File: src/rtl/lut_mux_bank_if.sv
// Handshake/table-load bundle for lut_mux_bank.
// LUT_MUX_BANK_NEG_EN adds the per-channel in_neg request field.
interface lut_mux_bank_if #(
    parameter int DATA_W = 16,
    parameter int SEL_W  = 3,
    parameter int NUM_CH = 4
);
    logic                     lut_start;
    logic                     lut_wr_en;
    logic [DATA_W-1:0]        lut_wr_data;
    logic                     lut_ready;
    logic                     wr_err;
    logic                     in_valid;
    logic                     in_ready;
    logic [NUM_CH*SEL_W-1:0]  in_sel;
`ifdef LUT_MUX_BANK_NEG_EN
    logic [NUM_CH-1:0]        in_neg;
`endif
    logic                     out_valid;
    logic                     out_ready;
    logic [NUM_CH*DATA_W-1:0] out_data;

`ifdef LUT_MUX_BANK_NEG_EN
    modport master (
        output lut_start, lut_wr_en, lut_wr_data, in_valid, in_sel, in_neg, out_ready,
        input  lut_ready, wr_err, in_ready, out_valid, out_data
    );
    modport slave (
        input  lut_start, lut_wr_en, lut_wr_data, in_valid, in_sel, in_neg, out_ready,
        output lut_ready, wr_err, in_ready, out_valid, out_data
    );
`else
    modport master (
        output lut_start, lut_wr_en, lut_wr_data, in_valid, in_sel, out_ready,
        input  lut_ready, wr_err, in_ready, out_valid, out_data
    );
    modport slave (
        input  lut_start, lut_wr_en, lut_wr_data, in_valid, in_sel, out_ready,
        output lut_ready, wr_err, in_ready, out_valid, out_data
    );
`endif
endinterface

File: src/rtl/lut_mux_bank.sv
// Registered LUT lookup bank: serially loaded table, NUM_CH lookups per beat, 1-cycle latency.
// Optional LUT_MUX_BANK_NEG_EN: per-channel two's-complement negation of the looked-up entry.
module lut_mux_lane #(
    parameter int DATA_W = 16,
    parameter int SEL_W  = 3
) (
    input  logic                                 clk,
    input  logic                                 rst,
    input  logic                                 ld,
    input  logic [(1<<SEL_W)-1:0][DATA_W-1:0]    tbl,
    input  logic [SEL_W-1:0]                     sel,
    input  logic                                 neg,
    output logic [DATA_W-1:0]                    q
);
    logic [DATA_W-1:0] raw;

    assign raw = tbl[sel];

    always_ff @(posedge clk) begin
        if (rst)
            q <= '0;
        else if (ld)
            q <= neg ? (~raw + DATA_W'(1)) : raw;
    end
endmodule

module lut_mux_bank #(
    parameter int DATA_W = 16,
    parameter int SEL_W  = 3,
    parameter int NUM_CH = 4
) (
    input  logic           clk,
    input  logic           rst,
    lut_mux_bank_if.slave  bus
);
    localparam int DEPTH = 1 << SEL_W;

    typedef enum logic [1:0] {EMPTY, LOAD, READY} st_t;

    st_t                            st, st_nxt;
    logic [SEL_W-1:0]               ptr;
    logic [DEPTH-1:0][DATA_W-1:0]   tbl;
    logic                           tbl_we, err_set, lut_ready;
    logic                           wr_err_q, out_valid_q, accept, in_ready;
    logic [NUM_CH-1:0]              neg;
    logic [NUM_CH-1:0][DATA_W-1:0]  out_data;

    always_ff @(posedge clk) begin
        if (rst)
            st <= EMPTY;
        else
            st <= st_nxt;
    end

    // lut_start is ignored in LOAD so a reload cannot be restarted mid-stream.
    always_comb begin
        st_nxt = st;
        case (st)
            EMPTY:   if (bus.lut_start) st_nxt = LOAD;
            LOAD:    if (bus.lut_wr_en && ptr == SEL_W'(DEPTH-1)) st_nxt = READY;
            READY:   if (bus.lut_start) st_nxt = LOAD;
            default: st_nxt = EMPTY;
        endcase
    end

    always_comb begin
        lut_ready = (st == READY);
        tbl_we    = (st == LOAD) && bus.lut_wr_en;
        err_set   = (st != LOAD) && bus.lut_wr_en;
    end

    assign in_ready = lut_ready & ~bus.lut_start & (~out_valid_q | bus.out_ready);
    assign accept   = bus.in_valid & in_ready;

    always_ff @(posedge clk) begin
        if (rst) begin
            ptr         <= '0;
            tbl         <= '0;
            wr_err_q    <= 1'b0;
            out_valid_q <= 1'b0;
        end else begin
            if (tbl_we) begin
                tbl[ptr] <= bus.lut_wr_data;
                ptr      <= ptr + SEL_W'(1);
            end else if (st != LOAD) begin
                ptr <= '0;
            end
            if (err_set)
                wr_err_q <= 1'b1;
            if (accept)
                out_valid_q <= 1'b1;
            else if (bus.out_ready)
                out_valid_q <= 1'b0;
        end
    end

`ifdef LUT_MUX_BANK_NEG_EN
    assign neg = bus.in_neg;
`else
    assign neg = '0;
`endif

    for (genvar c = 0; c < NUM_CH; c++) begin : g_lane
        lut_mux_lane #(.DATA_W(DATA_W), .SEL_W(SEL_W)) u_lane (
            .clk (clk),
            .rst (rst),
            .ld  (accept),
            .tbl (tbl),
            .sel (bus.in_sel[c*SEL_W +: SEL_W]),
            .neg (neg[c]),
            .q   (out_data[c])
        );
    end

    assign bus.lut_ready = lut_ready;
    assign bus.wr_err    = wr_err_q;
    assign bus.in_ready  = in_ready;
    assign bus.out_valid = out_valid_q;
    assign bus.out_data  = out_data;
endmodule

File: src/flat_wrapper.sv
// flat-port wrapper written by rule: the top's interface ports become plain ports
module lut_mux_bank_flat 
#(
    parameter int DATA_W = 16,
    parameter int SEL_W  = 3,
    parameter int NUM_CH = 4
)
  (clk, rst, bus_lut_start, bus_lut_wr_en, bus_lut_wr_data, bus_in_valid, bus_in_sel, bus_out_ready, bus_lut_ready, bus_wr_err, bus_in_ready, bus_out_valid, bus_out_data);
  lut_mux_bank_if #(.DATA_W(DATA_W), .SEL_W(SEL_W), .NUM_CH(NUM_CH)) bus_i ();
  input  logic clk;
  input  logic rst;
  input wire logic [$bits(bus_i.lut_start)-1:0] bus_lut_start;
  input wire logic [$bits(bus_i.lut_wr_en)-1:0] bus_lut_wr_en;
  input wire logic [$bits(bus_i.lut_wr_data)-1:0] bus_lut_wr_data;
  input wire logic [$bits(bus_i.in_valid)-1:0] bus_in_valid;
  input wire logic [$bits(bus_i.in_sel)-1:0] bus_in_sel;
  input wire logic [$bits(bus_i.out_ready)-1:0] bus_out_ready;
  output wire logic [$bits(bus_i.lut_ready)-1:0] bus_lut_ready;
  output wire logic [$bits(bus_i.wr_err)-1:0] bus_wr_err;
  output wire logic [$bits(bus_i.in_ready)-1:0] bus_in_ready;
  output wire logic [$bits(bus_i.out_valid)-1:0] bus_out_valid;
  output wire logic [$bits(bus_i.out_data)-1:0] bus_out_data;
  assign bus_i.lut_start = bus_lut_start;
  assign bus_i.lut_wr_en = bus_lut_wr_en;
  assign bus_i.lut_wr_data = bus_lut_wr_data;
  assign bus_i.in_valid = bus_in_valid;
  assign bus_i.in_sel = bus_in_sel;
  assign bus_i.out_ready = bus_out_ready;
  assign bus_lut_ready = bus_i.lut_ready;
  assign bus_wr_err = bus_i.wr_err;
  assign bus_in_ready = bus_i.in_ready;
  assign bus_out_valid = bus_i.out_valid;
  assign bus_out_data = bus_i.out_data;
  lut_mux_bank #(.DATA_W(DATA_W), .SEL_W(SEL_W), .NUM_CH(NUM_CH)) u_core (.clk(clk), .rst(rst), .bus(bus_i));
endmodule
File: config.mk
export PLATFORM = sky130hd
export DESIGN_NAME = lut_mux_bank_flat
export DESIGN_NICKNAME = d
export VERILOG_FILES = /design/src/rtl/lut_mux_bank_if.sv /design/src/rtl/lut_mux_bank.sv /design/src/flat_wrapper.sv
export SDC_FILE = /design/constraint.sdc
export NUM_CORES = 1
export LEC_CHECK = 0
export CELL_PAD_IN_SITES_DETAIL_PLACEMENT = 1
export CELL_PAD_IN_SITES_GLOBAL_PLACEMENT = 1
export CORE_UTILIZATION = 23
export DETAILED_ROUTE_END_ITERATION = 10
export GPL_ROUTABILITY_DRIVEN = 0
export GPL_TIMING_DRIVEN = 1
export PLACE_DENSITY_LB_ADDON = 0.1
export SLEW_MARGIN = 20
export SYNTH_ARGS = -nofsm -noshare
export SYNTH_HDL_FRONTEND = slang
export SYNTH_SLANG_ARGS = --single-unit
File: constraint.sdc
create_clock -name clk -period 1.9 [get_ports clk]
set_input_delay 0.19 -clock clk [delete_from_list [all_inputs] [get_ports clk]]
set_output_delay 0.19 -clock clk [all_outputs]
set_load 0.01 [all_outputs]
==> results.json <==
{
  "static-leakage-power_uw": 0.00443,
  "slew_margin_rel_pct": 66.6,
  "place_worst_setup_slack_ns": -0.182,
  "route.antenna.remaining_nets": 0,
  "cts_hold_buffers_added": 0,
  "cts_tree": "built",
  "grt_antenna_before_repair": 1,
  "timing.final.hold_violations": 0,
  "clk_pin_slew_ns": 0.08,
  "timing.setup.critical_path_class": "reg -> out",
  "clock.fmax_ghz": 0.558,
  "final.hold.worst_slack_ns": 0.142,
  "avgViaCountPerCell": 5.25,
  "ys_ff_latch": 199,
  "grt.overflow.total": 0,
  "worstPathRequired_ns": 1.71,
  "syn_to_final_growth_pct": 24.8,
  "die_height_um": 225,
  "clk-insertion-delay-late_ns": 0.47,
  "worst_hold_path_type": "in -> reg",
  "total_nets_final": 1192,
  "yosys.area.top_type": "dfxtp_1",
  "grt_max_degree": 65,
  "max-clock-path-buffers": 2,
  "die_w_um": 225,
  "ys_types": 30,
  "layout_cell_share_with_drive_strength_beyond_1_pct": 23.4,
  "finalCriticalPeriod_ns": 1.79,
  "detail_route.wl_per_cell_um": 25.1,
  "cts.htree.levels": 4,
  "crit_family": "buffers and inverters",
  "syn-cell-area_mm2": 0.0114,
  "critPathMaxStageDelay_ns": 0.54,
  "fin_worst_skew_ns": 0.0113,
  "irDropWorstVdd_mv": 0.639,
  "synth-warning-count": 0,
  "ff_latch_area_mm2": 0.00399,
  "port_buffers": 101,
  "wl_met2_um": 21100,
  "remaining_drc_errors": 0,
  "start_kind": "flop",
  "num_cts_buffers": 17,
  "row_count": 81,
  "path_max_fanout": 8,
  "drv_cap": 0,
  "grt_usage_pct": 18.5,
  "post-route-worst-setup-slack_ns": 0.109,
  "min_period_over_period_pct": 94.3,
  "power.density_cell_area_mw_per_mm2": 630,
  "synth-seq-area-share_pct": 34.9,
  "top_level_ports": 102,
  "fill_cells": 5420,
  "highest-signal-layer": "met5",
  "core_area_mm2": 0.0490,
  "drt-total-wl_um": 46000,
  "synth_top_area_share_pct": 34.9,
  "rsz0062_at_grt": "no",
  "netlist_instances": 1096,
  "critical_path_buf_inv_count": 2,
  "result_of_the_run": "complete, no violations",
  "multiInputGateArea_mm2": 0.00663,
  "synth.top_cells.by_area": "dfxtp_1, mux4_2, mux2i_1",
  "worst-slew-pin-transition_ns": 0.500,
  "drt_pre_antenna_iters": 5,
  "cp_data_arrival_time_ns": 1.60,
  "n_antenna_cell": 0,
  "cts_root_buffer_type": "clkbuf_16",
  "first_global_vias": 9933,
  "drtIter0Drc": 676,
  "final-max-slew-violation-count": 0,
  "vias": 9616,
  "floorplan.initialDensity_pct": 23.3,
  "timing.critical_path.slowest_stage_cell": "clkdlybuf4s50_1",
  "die_area_mm2": 0.0505,
  "setup_violations": 0,
  "syn_area_per_cell_um2": 10.4,
  "wirelength_met1_um": 22600,
  "met3_wirelength_um": 1570,
  "setup.worst_path.end_class": "primary output",
  "path_cells": "buf_4 > nor2_1 > clkdlybuf4s50_1",
  "synthesis.nets": 1132,
  "first_pass_grt_wire_length_um": 68700,
  "cts_sinks": 199,
  "detailed_place_hpwl_um": 29800
}
-- area by class of cell --
type                            instances  area share, %
Timing Repair Buffer                  198           15.5
Clock buffer                           17           2.99
Inverter                                1         0.0264
Multi-Input combinational cell        739           46.5
Clock inverter                         15           1.19
Sequential cell                       199           28.0
Tap cell                              664           5.83
-- state kept, by name (all words and copies together), names as in the netlist --
| register | cells |
|---|---|
| u_core.tbl | 128 |
| u_core.g_lane.u_lane.q | 64 |
| u_core.ptr | 3 |
| u_core.st | 2 |
| u_core.bus.out_valid | 1 |
| u_core.bus.wr_err | 1 |
-- worst register-to-register path, cell delays in order (launching register included) --
cell and delay (ns):
dfxtp_2 0.34, nor3b_4 0.31, buf_12 0.16, buf_4 0.16, buf_4 0.32, a31oi_1 0.15
a211oi_1 0.22
-- cells in the final DEF, fill, tap and decap left out, types with 6 or more instances in the layout --
cell type and n:
dfxtp_1 198, a21oi_1 131, nand3_1 129, mux4_2 128, clkdlybuf4s50_1 94, o21ai_1 75, mux2i_1 67, a31oi_1 64
a211oi_1 64, buf_4 57, o21ai_0 53, buf_12 39, clkbuf_16 17, buf_2 6
-- synth_stat cells --
| master | number |
|---|---|
| a211oi_1 | 64 |
| a21oi_1 | 131 |
| a31oi_1 | 64 |
| a41oi_1 | 1 |
| and2_1 | 1 |
| and3_1 | 2 |
| and3b_1 | 2 |
| buf_1 | 6 |
| buf_2 | 52 |
| buf_4 | 14 |
| buf_6 | 16 |
| clkbuf_1 | 69 |
| dfxtp_1 | 199 |
| ha_1 | 2 |
| inv_1 | 1 |
| mux2i_1 | 67 |
| mux4_2 | 128 |
| nand2b_1 | 2 |
| nand3_1 | 130 |
| nand3b_1 | 2 |
| nor2_1 | 4 |
| nor3_1 | 3 |
| nor3_2 | 1 |
| nor3b_2 | 2 |
| nor3b_4 | 1 |
| o21ai_0 | 53 |
| o21ai_1 | 75 |
| or3_1 | 1 |
| or3b_1 | 2 |
| xnor2_1 | 1 |
-- per-stage QoR --
step	utilization (%)	TNS, ns	power, µW	cells	area, µm²
floorplan	-	0	4840	1096	11400
global placement	27.8	-0.222	5220	1799	13600
detailed placement	27.8	-1.13	5230	1799	13600
CTS	29.1	0	9130	1833	14200
global route	29.1	0	9310	1833	14200
finish	29.1	0	8980	1833	14200
-- metal layers --
layer,vias up,global-route usage (%)
met4,2,5.49
li1,4429,-
met5,-,0
met3,46,2.91
met1,4968,26.2
met2,171,29.0
-- kinds of logic (layout without fill, tap and decap cells) --
kind of cell               after synthesis  after routing  synth area share (%)
and+or+nand+nor                        153            153                  7.20
buffers and inverters                  158            231                  7.28
muxes                                  195            195                  31.1
DFF                                    199            199                  34.9
xor gates and xnor gates                 1              1                0.0768
adders and majority gates                2              2                 0.219
AOI/OAI and AO/OA                      388            388                  19.2
-- power breakdown --
group / leakage (µW) / total [µW] / switching [µW] / internal [µW]
Sequential: 0.00160 / 4210 / 25.2 / 4190
Clock: 0.000283 / 3860 / 1890 / 1970
Combinational: 0.00255 / 906 / 529 / 378
-- path summary, 6_finish.rpt --
check | cells after the start | startpoint | to | slack, ns
worst min-delay path | 2 | rst | u_core.g_lane[1].u_lane.q[3] | 0.14
worst max-delay path | 3 | u_core.st[0] | bus_lut_ready | 0.11
worst max register to register | 6 | u_core.st[1] | u_core.g_lane[0].u_lane.q[4] | 0.16
worst min register to register | 2 | u_core.bus.wr_err | u_core.bus.wr_err | 0.48
-- timing repair --
action                     CTS  global route
setup buffers                2             0
setup endpoints to repair    2             0
gates resized for setup      6             0
(Power assumes the default switching activity.)
